File: src/rtl/oc_harness_uart_host.sv
`default_nettype none
// +--------------------------------------------------------------------------+
// | oc_harness_uart_host: byte-stream UART host for the chip harness pins,   |
// | TX serializer, RX deserializer + FIFO, saturating error counters.        |
// | Optional even parity: OC_HARNESS_UART_HOST_PARITY_EN                     |
// | Revision: 1.0                                                            |
// +--------------------------------------------------------------------------+
module oc_harness_uart_host #(
  parameter int CLOCK_HZ      = 100_000_000,
  parameter int BAUD          = 10_000_000,
  parameter int RX_FIFO_DEPTH = 4,
  parameter int SYNC_STAGES   = 2
) (
  input  logic       clock,
  input  logic       reset,
  input  logic [7:0] inData,
  input  logic       inValid,
  output logic       inReady,
  output logic [7:0] outData,
  output logic       outValid,
  input  logic       outReady,
  output logic       uartTxOut,
  input  logic       uartRxIn,
  output logic       txBusy,
  output logic [7:0] frameErrors,
  output logic [7:0] overflows,
  output logic [7:0] parityErrors
);
  localparam int c_cyclesPerBit = CLOCK_HZ / BAUD;
  localparam int c_halfBit      = c_cyclesPerBit / 2;
  localparam int c_cntW         = $clog2(c_cyclesPerBit + 1);
  localparam int c_ptrW         = $clog2(RX_FIFO_DEPTH);

  generate
    if (c_cyclesPerBit < 4) begin : g_badBaud
      $error("oc_harness_uart_host: CLOCK_HZ/BAUD must be at least 4");
    end
    if (RX_FIFO_DEPTH < 2 || (RX_FIFO_DEPTH & (RX_FIFO_DEPTH - 1)) != 0) begin : g_badDepth
      $error("oc_harness_uart_host: RX_FIFO_DEPTH must be a power of two >= 2");
    end
    if (SYNC_STAGES < 2) begin : g_badSync
      $error("oc_harness_uart_host: SYNC_STAGES must be >= 2");
    end
  endgenerate

  // ---------------------------------------------------------------- TX
  typedef enum logic [2:0] {TX_IDLE, TX_START, TX_DATA, TX_PARITY, TX_STOP} txState_t;
  txState_t          r_txState, w_txStateNext;
  logic [c_cntW-1:0] r_txCnt, w_txCntNext;
  logic [2:0]        r_txBit, w_txBitNext;
  logic [7:0]        r_txShift, w_txShiftNext;
  logic              r_txLine, w_txLineNext;
  logic              w_txBitDone;

  assign w_txBitDone = (r_txCnt == c_cntW'(c_cyclesPerBit - 1));
  assign inReady     = (r_txState == TX_IDLE) && !reset;
  assign txBusy      = !inReady;
  assign uartTxOut   = r_txLine;

`ifdef OC_HARNESS_UART_HOST_PARITY_EN
  logic r_txParity;
  always_ff @(posedge clock) begin
    if (reset)                               r_txParity <= 1'b0;
    else if (r_txState == TX_IDLE && inValid) r_txParity <= ^inData;
  end
`endif

  always_comb begin
    w_txStateNext = r_txState;
    w_txCntNext   = r_txCnt + 1'b1;
    w_txBitNext   = r_txBit;
    w_txShiftNext = r_txShift;
    w_txLineNext  = r_txLine;
    unique case (r_txState)
      TX_IDLE: begin
        w_txCntNext  = '0;
        w_txLineNext = 1'b1;
        if (inValid) begin
          w_txStateNext = TX_START;
          w_txShiftNext = inData;
          w_txLineNext  = 1'b0;
        end
      end
      TX_START: if (w_txBitDone) begin
        w_txCntNext   = '0;
        w_txStateNext = TX_DATA;
        w_txBitNext   = '0;
        w_txLineNext  = r_txShift[0];
      end
      TX_DATA: if (w_txBitDone) begin
        w_txCntNext = '0;
        if (r_txBit == 3'd7) begin
`ifdef OC_HARNESS_UART_HOST_PARITY_EN
          w_txStateNext = TX_PARITY;
          w_txLineNext  = r_txParity;
`else
          w_txStateNext = TX_STOP;
          w_txLineNext  = 1'b1;
`endif
        end else begin
          w_txBitNext   = r_txBit + 3'd1;
          w_txShiftNext = r_txShift >> 1;
          w_txLineNext  = r_txShift[1];
        end
      end
      TX_PARITY: if (w_txBitDone) begin
        w_txCntNext   = '0;
        w_txStateNext = TX_STOP;
        w_txLineNext  = 1'b1;
      end
      TX_STOP: if (w_txBitDone) begin
        w_txCntNext   = '0;
        w_txStateNext = TX_IDLE;
      end
      default: w_txStateNext = TX_IDLE;
    endcase
  end

  always_ff @(posedge clock) begin
    if (reset) begin
      r_txState <= TX_IDLE;
      r_txCnt   <= '0;
      r_txBit   <= '0;
      r_txShift <= '0;
      r_txLine  <= 1'b1;
    end else begin
      r_txState <= w_txStateNext;
      r_txCnt   <= w_txCntNext;
      r_txBit   <= w_txBitNext;
      r_txShift <= w_txShiftNext;
      r_txLine  <= w_txLineNext;
    end
  end

  // ---------------------------------------------------------------- RX
  typedef enum logic [2:0] {RX_IDLE, RX_START, RX_DATA, RX_PARITY, RX_STOP, RX_WAIT_HIGH} rxState_t;
  rxState_t           r_rxState, w_rxStateNext;
  logic [c_cntW-1:0]  r_rxCnt, w_rxCntNext;
  logic [2:0]         r_rxBit, w_rxBitNext;
  logic [7:0]         r_rxShift, w_rxShiftNext;
  logic [SYNC_STAGES-1:0] r_sync;
  logic               r_rxPrev, w_rxIn, w_rxSample, w_rxParErr;
  logic               w_rxPush, w_frameInc;

  assign w_rxIn     = r_sync[SYNC_STAGES-1];
  // Counter is reloaded to 1 so the sample lands exactly on the target count.
  assign w_rxSample = (r_rxCnt == ((r_rxState == RX_START) ? c_cntW'(c_halfBit)
                                                            : c_cntW'(c_cyclesPerBit)));

  always_comb begin
    w_rxStateNext = r_rxState;
    w_rxCntNext   = r_rxCnt + 1'b1;
    w_rxBitNext   = r_rxBit;
    w_rxShiftNext = r_rxShift;
    w_rxPush      = 1'b0;
    w_frameInc    = 1'b0;
    unique case (r_rxState)
      RX_IDLE: begin
        w_rxCntNext = c_cntW'(1);
        if (r_rxPrev && !w_rxIn) w_rxStateNext = RX_START;
      end
      RX_START: if (w_rxSample) begin
        w_rxCntNext   = c_cntW'(1);
        w_rxBitNext   = '0;
        w_rxStateNext = w_rxIn ? RX_IDLE : RX_DATA;
      end
      RX_DATA: if (w_rxSample) begin
        w_rxCntNext   = c_cntW'(1);
        w_rxShiftNext = {w_rxIn, r_rxShift[7:1]};
        w_rxBitNext   = r_rxBit + 3'd1;
        if (r_rxBit == 3'd7) begin
`ifdef OC_HARNESS_UART_HOST_PARITY_EN
          w_rxStateNext = RX_PARITY;
`else
          w_rxStateNext = RX_STOP;
`endif
        end
      end
      RX_PARITY: if (w_rxSample) begin
        w_rxCntNext   = c_cntW'(1);
        w_rxStateNext = RX_STOP;
      end
      RX_STOP: if (w_rxSample) begin
        if (!w_rxIn) begin
          w_frameInc    = 1'b1;
          w_rxStateNext = RX_WAIT_HIGH;
        end else begin
          w_rxPush      = !w_rxParErr;
          w_rxStateNext = RX_IDLE;
        end
      end
      RX_WAIT_HIGH: begin
        w_rxCntNext = c_cntW'(1);
        if (w_rxIn) w_rxStateNext = RX_IDLE;
      end
      default: w_rxStateNext = RX_IDLE;
    endcase
  end

  always_ff @(posedge clock) begin
    if (reset) begin
      r_sync    <= '1;
      r_rxPrev  <= 1'b1;
      r_rxState <= RX_IDLE;
      r_rxCnt   <= '0;
      r_rxBit   <= '0;
      r_rxShift <= '0;
    end else begin
      r_sync    <= {r_sync[SYNC_STAGES-2:0], uartRxIn};
      r_rxPrev  <= w_rxIn;
      r_rxState <= w_rxStateNext;
      r_rxCnt   <= w_rxCntNext;
      r_rxBit   <= w_rxBitNext;
      r_rxShift <= w_rxShiftNext;
    end
  end

`ifdef OC_HARNESS_UART_HOST_PARITY_EN
  logic       r_rxParErr;
  logic [7:0] r_parityErrors;
  always_ff @(posedge clock) begin
    if (reset) begin
      r_rxParErr     <= 1'b0;
      r_parityErrors <= '0;
    end else begin
      if (r_rxState == RX_PARITY && w_rxSample) r_rxParErr <= w_rxIn ^ (^r_rxShift);
      if (r_rxState == RX_STOP && w_rxSample && r_rxParErr && r_parityErrors != 8'hFF)
        r_parityErrors <= r_parityErrors + 8'd1;
    end
  end
  assign w_rxParErr   = r_rxParErr;
  assign parityErrors = r_parityErrors;
`else
  assign w_rxParErr   = 1'b0;
  assign parityErrors = '0;
`endif

  // -------------------------------------------------------------- FIFO
  logic [7:0]        r_mem [RX_FIFO_DEPTH];
  logic [c_ptrW-1:0] r_wrPtr, r_rdPtr, w_rdPtrNext;
  logic [c_ptrW:0]   r_count, w_countAfterPop;
  logic [7:0]        r_outData, w_headNext, r_frameErrors, r_overflows;
  logic              w_pop, w_pushOk, w_overflow;

  assign outValid    = (r_count != '0);
  assign outData     = r_outData;
  assign frameErrors = r_frameErrors;
  assign overflows   = r_overflows;

  // Pop is applied before push, so a full FIFO can pop and accept in one cycle.
  always_comb begin
    w_pop           = outValid && outReady;
    w_countAfterPop = r_count - (c_ptrW + 1)'(w_pop);
    w_pushOk        = w_rxPush && (w_countAfterPop != (c_ptrW + 1)'(RX_FIFO_DEPTH));
    w_overflow      = w_rxPush && !w_pushOk;
    w_rdPtrNext     = r_rdPtr + c_ptrW'(w_pop);
    if (w_countAfterPop == '0) w_headNext = w_pushOk ? r_rxShift : r_outData;
    else                       w_headNext = r_mem[w_rdPtrNext];
  end

  always_ff @(posedge clock) begin
    if (w_pushOk) r_mem[r_wrPtr] <= r_rxShift;
  end

  always_ff @(posedge clock) begin
    if (reset) begin
      r_wrPtr       <= '0;
      r_rdPtr       <= '0;
      r_count       <= '0;
      r_outData     <= '0;
      r_frameErrors <= '0;
      r_overflows   <= '0;
    end else begin
      r_wrPtr   <= r_wrPtr + c_ptrW'(w_pushOk);
      r_rdPtr   <= w_rdPtrNext;
      r_count   <= w_countAfterPop + (c_ptrW + 1)'(w_pushOk);
      r_outData <= w_headNext;
      if (w_frameInc && r_frameErrors != 8'hFF) r_frameErrors <= r_frameErrors + 8'd1;
      if (w_overflow && r_overflows != 8'hFF)   r_overflows   <= r_overflows + 8'd1;
    end
  end
endmodule
`default_nettype wire

File: config.mk
export PLATFORM = sky130hd
export DESIGN_NAME = oc_harness_uart_host
export DESIGN_NICKNAME = d
export VERILOG_FILES = /design/src/rtl/oc_harness_uart_host.sv
export SDC_FILE = /design/constraint.sdc
export NUM_CORES = 1
export LEC_CHECK = 0
export BUFFER_PORTS_ARGS = -buffer_cell sky130_fd_sc_hd__buf_2
export CAP_MARGIN = 30
export CELL_PAD_IN_SITES_DETAIL_PLACEMENT = 1
export CELL_PAD_IN_SITES_GLOBAL_PLACEMENT = 2
export CORE_MARGIN = 2
export CORE_UTILIZATION = 35
export DETAILED_ROUTE_END_ITERATION = 10
export GPL_ROUTABILITY_DRIVEN = 0
export PLACE_DENSITY_LB_ADDON = 0.12
export SLEW_MARGIN = 15
export SYNTH_ARGS = -nofsm -noshare
export SYNTH_HDL_FRONTEND = slang
export SYNTH_SLANG_ARGS = --single-unit
File: constraint.sdc
create_clock -name clock -period 2.5 [get_ports clock]
set_input_delay 0 -clock clock [delete_from_list [all_inputs] [get_ports clock]]
set_output_delay 0 -clock clock [all_outputs]
set_load 0.005 [all_outputs]
; Yosys cells after proc, flatten, opt, wreduce, memory -nomap -nowiden
; Memories as Yosys holds them, arrays and structs flattened.
; Index checks and enable logic that the tools add are counted.
[totals]
wordCells = 136
ramBits = 32
memories = 1
regBits = 71
output_inout_bits = 36
input_bits = 13
[classes]
muxes = 48
eq_ne = 31
reduce_logical = 29
addsub = 10
[memory_table]
columns = name, depth, word_bits, rd, rd_ports_with_merged_regs, wr, line
row1 = r_mem, 4, 8, 1, 0, 1, 239  ; logic [7:0] r_mem [RX_FIFO_DEPTH];
[ops]
columns = op, count
row1 = 2-to-1 mux 3 bit, 18
row2 = 2-to-1 mux 8 bit, 5
row3 = "inequality test 2 bit, second input constant", 15
row4 = one-hot mux 3 bit (6 select lines), 1
row5 = "adder 8 x 1 -> 8 bit, second input constant", 2
row6 = "inequality test 8 bit, second input constant", 2
row7 = one-hot mux 4 bit (2 select lines), 2
row8 = one-hot mux 8 bit (2 select lines), 1
row9 = "== test 3 bit, second input constant", 5
row10 = one-hot mux 3 bit (5 select lines), 1
row11 = 2-to-1 mux 1 bit, 13
row12 = "== test 3 x 2 -> 1 bit, second input constant", 4
row13 = 2-to-1 mux 4 bit, 3
row14 = one-hot mux 3 bit (2 select lines), 2
row15 = AND reduction 4 bit, 3
row16 = logical NOT 3 bit, 3
row17 = "adder 4 x 1 -> 4 bit, second input constant", 2
row18 = logical AND 1 bit, 7
row19 = AND reduction 7 bit, 1
row20 = "adder 3 x 1 -> 3 bit, second input constant", 2
row21 = "== test 3 x 1 -> 1 bit, second input constant", 2
row22 = AND reduction 6 bit, 1
row23 = nonzero test 2 bit, 3
row24 = adder 2 x 1 -> 2 bit, 2
row25 = 15 further kinds, 18

; Depth between registers and ports, before layout
[logic_depth]
depth_word = 9
ltp_mapped = 11
depth_no_buf = 11

; Least setup slack after synthesis
; Ideal clock, no wire load.
[synth_path]
path_type = flip-flop to flip-flop
startpoint = reg r_count[2]
endpoint = reg r_overflows[5], in the netlist overflows[5]
t_required_ns = 2.377
synth_period_minus_slack_ns = 2.812
stages_incl_launch_ff = 10
setup_time_ns = 0.123
path_buffers = 1
t_arrival_ns = 2.689
setup_slack_ns = -0.312
cell_sequence = dfxtp_1 -> or3_1 -> and2_1 -> ha_1 -> ha_1 -> xor2_1 -> or4b_1 -> buf_2 -> nor4_1 -> mux2_1
[synth_via]
elab_chain_cells = 8
[synth_rtl]
columns = element, line
row1 = "start, declared", 241  ; logic [c_ptrW:0] r_count, w_countAfterPop;
row2 = "start signal, assigned", 276  ; r_count <= w_countAfterPop + (c_ptrW + 1)'(w_pushOk);
row3 = nonzero test 3 bit, 245  ; assign outValid = (r_count != '0);
row4 = named net outValid, 20  ; output logic outValid,
row5 = logical AND 1 bit, 252  ; w_pop = outValid && outReady;
row6 = subtractor 3 x 1 -> 3 bit, 253  ; w_countAfterPop = r_count - (c_ptrW + 1)'(w_pop);
row7 = inequality test 3 bit, 254  ; w_pushOk = w_rxPush && (w_countAfterPop != (c_ptrW + 1)'(RX_FIFO_DEPTH));
row8 = logical AND 1 bit, 254
row9 = logical NOT 1 bit, 255  ; w_overflow = w_rxPush && !w_pushOk;
row10 = logical AND 1 bit, 255
row11 = logical AND 1 bit, 279  ; if (w_overflow && r_overflows != 8'hFF) r_overflows <= r_overflows + 8'd1;
row12 = "end signal, assigned", 279
row13 = "end, declared", 242  ; logic [7:0] r_outData, w_headNext, r_frameErrors, r_overflows;
; The timed path passes the listed nets, and every way through them passes these cells.
; A chain may end at the register's enable or synchronous reset.

; Worst setup path after layout
[layout_path]
startpoint = reg r_count[0]
endpoint = reg r_overflows[7], in the netlist overflows[7]
[layout_via]
elab_chain_cells = 8
[layout_rtl]
columns = element, line
row1 = nonzero test 3 bit, 245
row2 = logical AND 1 bit, 252
row3 = subtractor 3 x 1 -> 3 bit (*), 253
row4 = inequality test 3 bit (*), 254
row5 = logical AND 1 bit (*), 254
row6 = logical NOT 1 bit (*), 255
row7 = logical AND 1 bit (*), 255
row8 = logical AND 1 bit (*), 279
; Every way passes the cells marked *; elsewhere a longest branch is shown, timed or not.

==> results by stage <==
Final layout:
- Excluding fillers, the count of instances in the completed layout stands at 661.
- The register cell area after layout is 2380 sq um.
- Leaving out fill and tap cells, the most frequent cell in the layout is sky130_fd_sc_hd__dfxtp_1.
- After the last flow step, the layout net total stands at 512.
- The multi-input gate area in the final layout is 2160 sq um.
- Cells with a size suffix above 1 make up 26.6% of the layout.
- The number of filler instances in the final layout is 1427.
- Leaving out fill and tap cells, the most frequent cells in the layout are sky130_fd_sc_hd__dfxtp_1, sky130_fd_sc_hd__buf_2, sky130_fd_sc_hd__edfxtp_1.
- The antenna diode count is 0.
- The area added between synthesis and finish is 22.5%.

Timing:
- The maximum clock skew at final layout is 0.00928 ns.
- Setup violations remaining at the end of the flow were counted as 8.
- The final worst-path setup slack is -0.236 ns.
- The max-slew headroom at the worst pin is 63.5%.
- Setup repair after global routing could not meet its margin everywhere.
- The final cycle utilization of the critical path is 109%.
- The shortest period the worst path allows is 2.74 ns.
- The maximum clock frequency is 365 MHz.
- The number of slew-limit violations in the final report is 0.
- Summed over all failing endpoints, the final setup total negative slack is -1.27 ns.
- The number of failing hold endpoints at the final stage was 0.
- At the pin with the least slew margin, the transition time is 0.545 ns.

Global routing:
- The via count of the first global-routing pass is 3390.
- The global-route congestion overflow total is 0.
- The number of antenna violations at the first check in global routing is 0.
- In the global route stage, overall resource usage came out at 15.2%.
- The wire length of the first global-routing pass is 17100 um.
- Entering global routing, the biggest net connects 34 pins.

Flow run:
- Max-cap violations in this run came to 0.

Power:
- The overall power is 4200 uW.
- The power density over the cells is 746 nW/um^2.
- The leakage power is 0.00211 uW.
- The worst-case IR drop observed on VDD is 0.000310 V.

Worst setup path:
- Among cell families on the critical path, the largest total delay comes from simple AND/OR/NAND/NOR gates.
- The required arrival time at the worst endpoint is 2.79 ns.
- The critical path goes through or3_4 > and2_4 > ha_4 > ha_4 > xor2_2 > or4b_4 > buf_6 > or4_4 > a21oi_2.
- Counting stages on the worst path, the most repeated cell is sky130_fd_sc_hd__ha_4.
- The master of the slowest instance on the critical path is sky130_fd_sc_hd__or4b_4.
- Counting both buffers and inverters, the worst setup path holds a total of 1.
- The worst setup path is captured at a flop.
- The maximum fanout encountered on the critical timing path is 5.
- The worst setup path is launched from a flop.
- The setup path with the least slack is of type reg -> reg.
- The peak per-stage delay on the critical path is 0.52 ns.
- The arrival time at the worst endpoint is 3.02 ns.

Clock tree:
- The H-tree generated during clock tree synthesis spans 3 levels.
- In this run, CTS created clock tree buffers numbering 9.
- The root buffer cell is sky130_fd_sc_hd__clkbuf_16.
- CTS saw 103 sinks.
- The clock latency on the worst-skew pair is 0.35 ns.
- The TritonCTS clock tree is done.
- The clock edge transition at the registers on the reported setup and hold paths is 0.07 ns.
- The largest buffer count on any clock path is 2.

Floorplanning:
- The placeable core area is 12700 sq um.
- For this design the top-level I/O count stands at 49.
- The floorplan step set the die width to 119 um.
- The die outline area is 14100 sq um.
- The die is 119 um tall.
- The effective utilization at floorplan is 36.1%.
- The count of standard-cell rows is 41.

Yosys:
- The sequential area share after synthesis is 51.8%.
- The commonest register cell after synthesis is sky130_fd_sc_hd__dfxtp_1.
- The largest area contributor in the synthesized netlist is sky130_fd_sc_hd__dfxtp_1.
- The number of enable-type register cells in the synthesized netlist is 32.
- The synthesized netlist occupies a cell area of 4600 sq um.
- By area the synthesized netlist is led by sky130_fd_sc_hd__dfxtp_1, sky130_fd_sc_hd__edfxtp_1, sky130_fd_sc_hd__ha_1.
- After synthesis, the largest area contributor takes up 30.9% of total cell area.
- After synthesis the netlist holds a flip-flop and latch count of 103.
- The post-synthesis async set-or-reset flop share is 0%.
- After synthesis, the mean cell area works out to 10.9 sq um.
- The count of yosys warnings during synthesis is 0.
- Synthesis handed over a netlist of 423 instances.
- Synthesis instantiated 64 different standard cells from the library.

Min path:
- The worst hold path class is in -> reg.

Drt:
- The number of iterations in the first detailed-routing pass is 4.
- Once detail routing completed, the nets flagged for antenna violations numbered 0.
- After detailed routing, the average wire length per cell comes to 15.4 um.
- The via density per instance is 5.13.
- The number of DRC markers in iteration 0 is 141.
- Summing over every cut layer, the via total after detailed routing is 3393.
- The residual DRC count is 0.
- The routed wire length is 10200 um.

Placed design:
- The port buffer count is 40.
- Once detailed placement completed, the half-perimeter wirelength came to 6910 um.
- The cell count after placement is 637.
- The pre-CTS setup slack is -0.226 ns.

Status:
- The flow ran to the end, but the final reports show violations.
- The final reports fail on setup timing.
flip-flops by register name, summed over array words and instances (netlist names), 4 cells and up:
| signal | count |
|---|---|
| outData | 8 |
| overflows | 8 |
| r_rxCnt | 4 |
| frameErrors | 8 |
| r_txCnt | 4 |
| r_mem | 32 |
| r_txShift | 8 |
| r_rxShift | 8 |
logic make-up after synthesis:
kind of cell | count (synthesis) | synth area share [%]
adder cells (fa/ha/maj) | 16 | 4.30
multiplexers | 27 | 8.14
other | 1 | 0.0816
XOR/XNOR | 8 | 1.52
buffers and inverters | 46 | 4.66
AO/OA/AOI/OAI | 88 | 13.1
AND/OR/NAND/NOR | 134 | 16.4
flip-flops | 103 | 51.8
cell usage after synthesis, types with 5 or more instances:
cell                        count
sky130_fd_sc_hd__edfxtp_1      32
sky130_fd_sc_hd__clkbuf_1      20
sky130_fd_sc_hd__o21ai_0        6
sky130_fd_sc_hd__a311oi_1       7
sky130_fd_sc_hd__a21oi_1       32
sky130_fd_sc_hd__nor3b_1        5
sky130_fd_sc_hd__o2bb2ai_1      8
sky130_fd_sc_hd__nor3_1         7
sky130_fd_sc_hd__and2_1         5
sky130_fd_sc_hd__ha_1          15
sky130_fd_sc_hd__nand2_1       31
sky130_fd_sc_hd__nand3_1       11
sky130_fd_sc_hd__nand2b_1       5
sky130_fd_sc_hd__mux4_2         8
sky130_fd_sc_hd__nor2_1        20
sky130_fd_sc_hd__or2_2          7
sky130_fd_sc_hd__inv_1         13
sky130_fd_sc_hd__dfxtp_1       71
sky130_fd_sc_hd__nor2b_1        8
sky130_fd_sc_hd__o31ai_1        5
sky130_fd_sc_hd__mux2i_1       16
sky130_fd_sc_hd__or4_1          7
sky130_fd_sc_hd__buf_4          8
worst register-to-register path: stages, from the launching register on:
cell	delay, ns
sky130_fd_sc_hd__dfxtp_2	0.32
sky130_fd_sc_hd__or3_4	0.38
sky130_fd_sc_hd__and2_4	0.16
sky130_fd_sc_hd__ha_4	0.16
sky130_fd_sc_hd__ha_4	0.16
sky130_fd_sc_hd__xor2_2	0.16
sky130_fd_sc_hd__or4b_4	0.52
sky130_fd_sc_hd__buf_6	0.16
sky130_fd_sc_hd__or4_4	0.52
sky130_fd_sc_hd__a21oi_2	0.15
worst paths after layout:
| kind | start | endpoint | slack (ns) | cells after the start |
|---|---|---|---|---|
| max | r_count[0]$_SDFF_PP0_ | overflows[7]$_SDFFE_PP0P_ | -0.24 | 9 |
| min | inData[4] | r_txShift[4]$_SDFFE_PP0P_ | 0.008 | 3 |
| max reg2reg | r_count[0]$_SDFF_PP0_ | overflows[7]$_SDFFE_PP0P_ | -0.24 | 9 |
| min reg2reg | r_sync[0]$_SDFF_PP1_ | r_sync[1]$_SDFF_PP1_ | 0.42 | 1 |
layer usage:
metal | global-route usage [%] | part of all wire [%] | vias up
met3 | 2.51 | 2.2 | 10
met4 | 6.47 | 1.7 | 0
met1 | 19.4 | 47 | 1669
met2 | 25.5 | 49 | 34
met5 | 0 | 0 | -
li1 | - | - | 1680
final cells by class:
cell class              instances  area share (%)
repair buffers                 76            9.07
clock inverters                 6            1.33
well taps                     172            3.82
inverters                      13           0.867
flip-flops and latches        103            42.3
multi-input cells             281            38.3
clock buffers                  10            4.25
stage by stage:
step                cell area (sq um)  utilization (%)  hold WS [ns]
floorplan                        4710                -         0.104
global placement                 5180             40.8         0.184
detailed placement               5180             40.8         0.190
CTS                              5580             43.9      0.000891
global route                     5630             44.2        0.0359
finish                           5630             44.2       0.00762
power breakdown:
part           internal [uW]  switching, uW
logic                    459            373
clock network            820            665
registers               1810           72.1
total                   3090           1110
what timing repair did:
action                                 4_1_cts  5_1_grt
setup endpoints to repair                   18       18
resized for setup                            6        9
cloned                                       1        0
endpoints found under the hold margin        4        0
setup buffers                                1        2
hold buffers                                 4        0
pin swaps                                    2        7
Power figures use the tool's default switching activity.
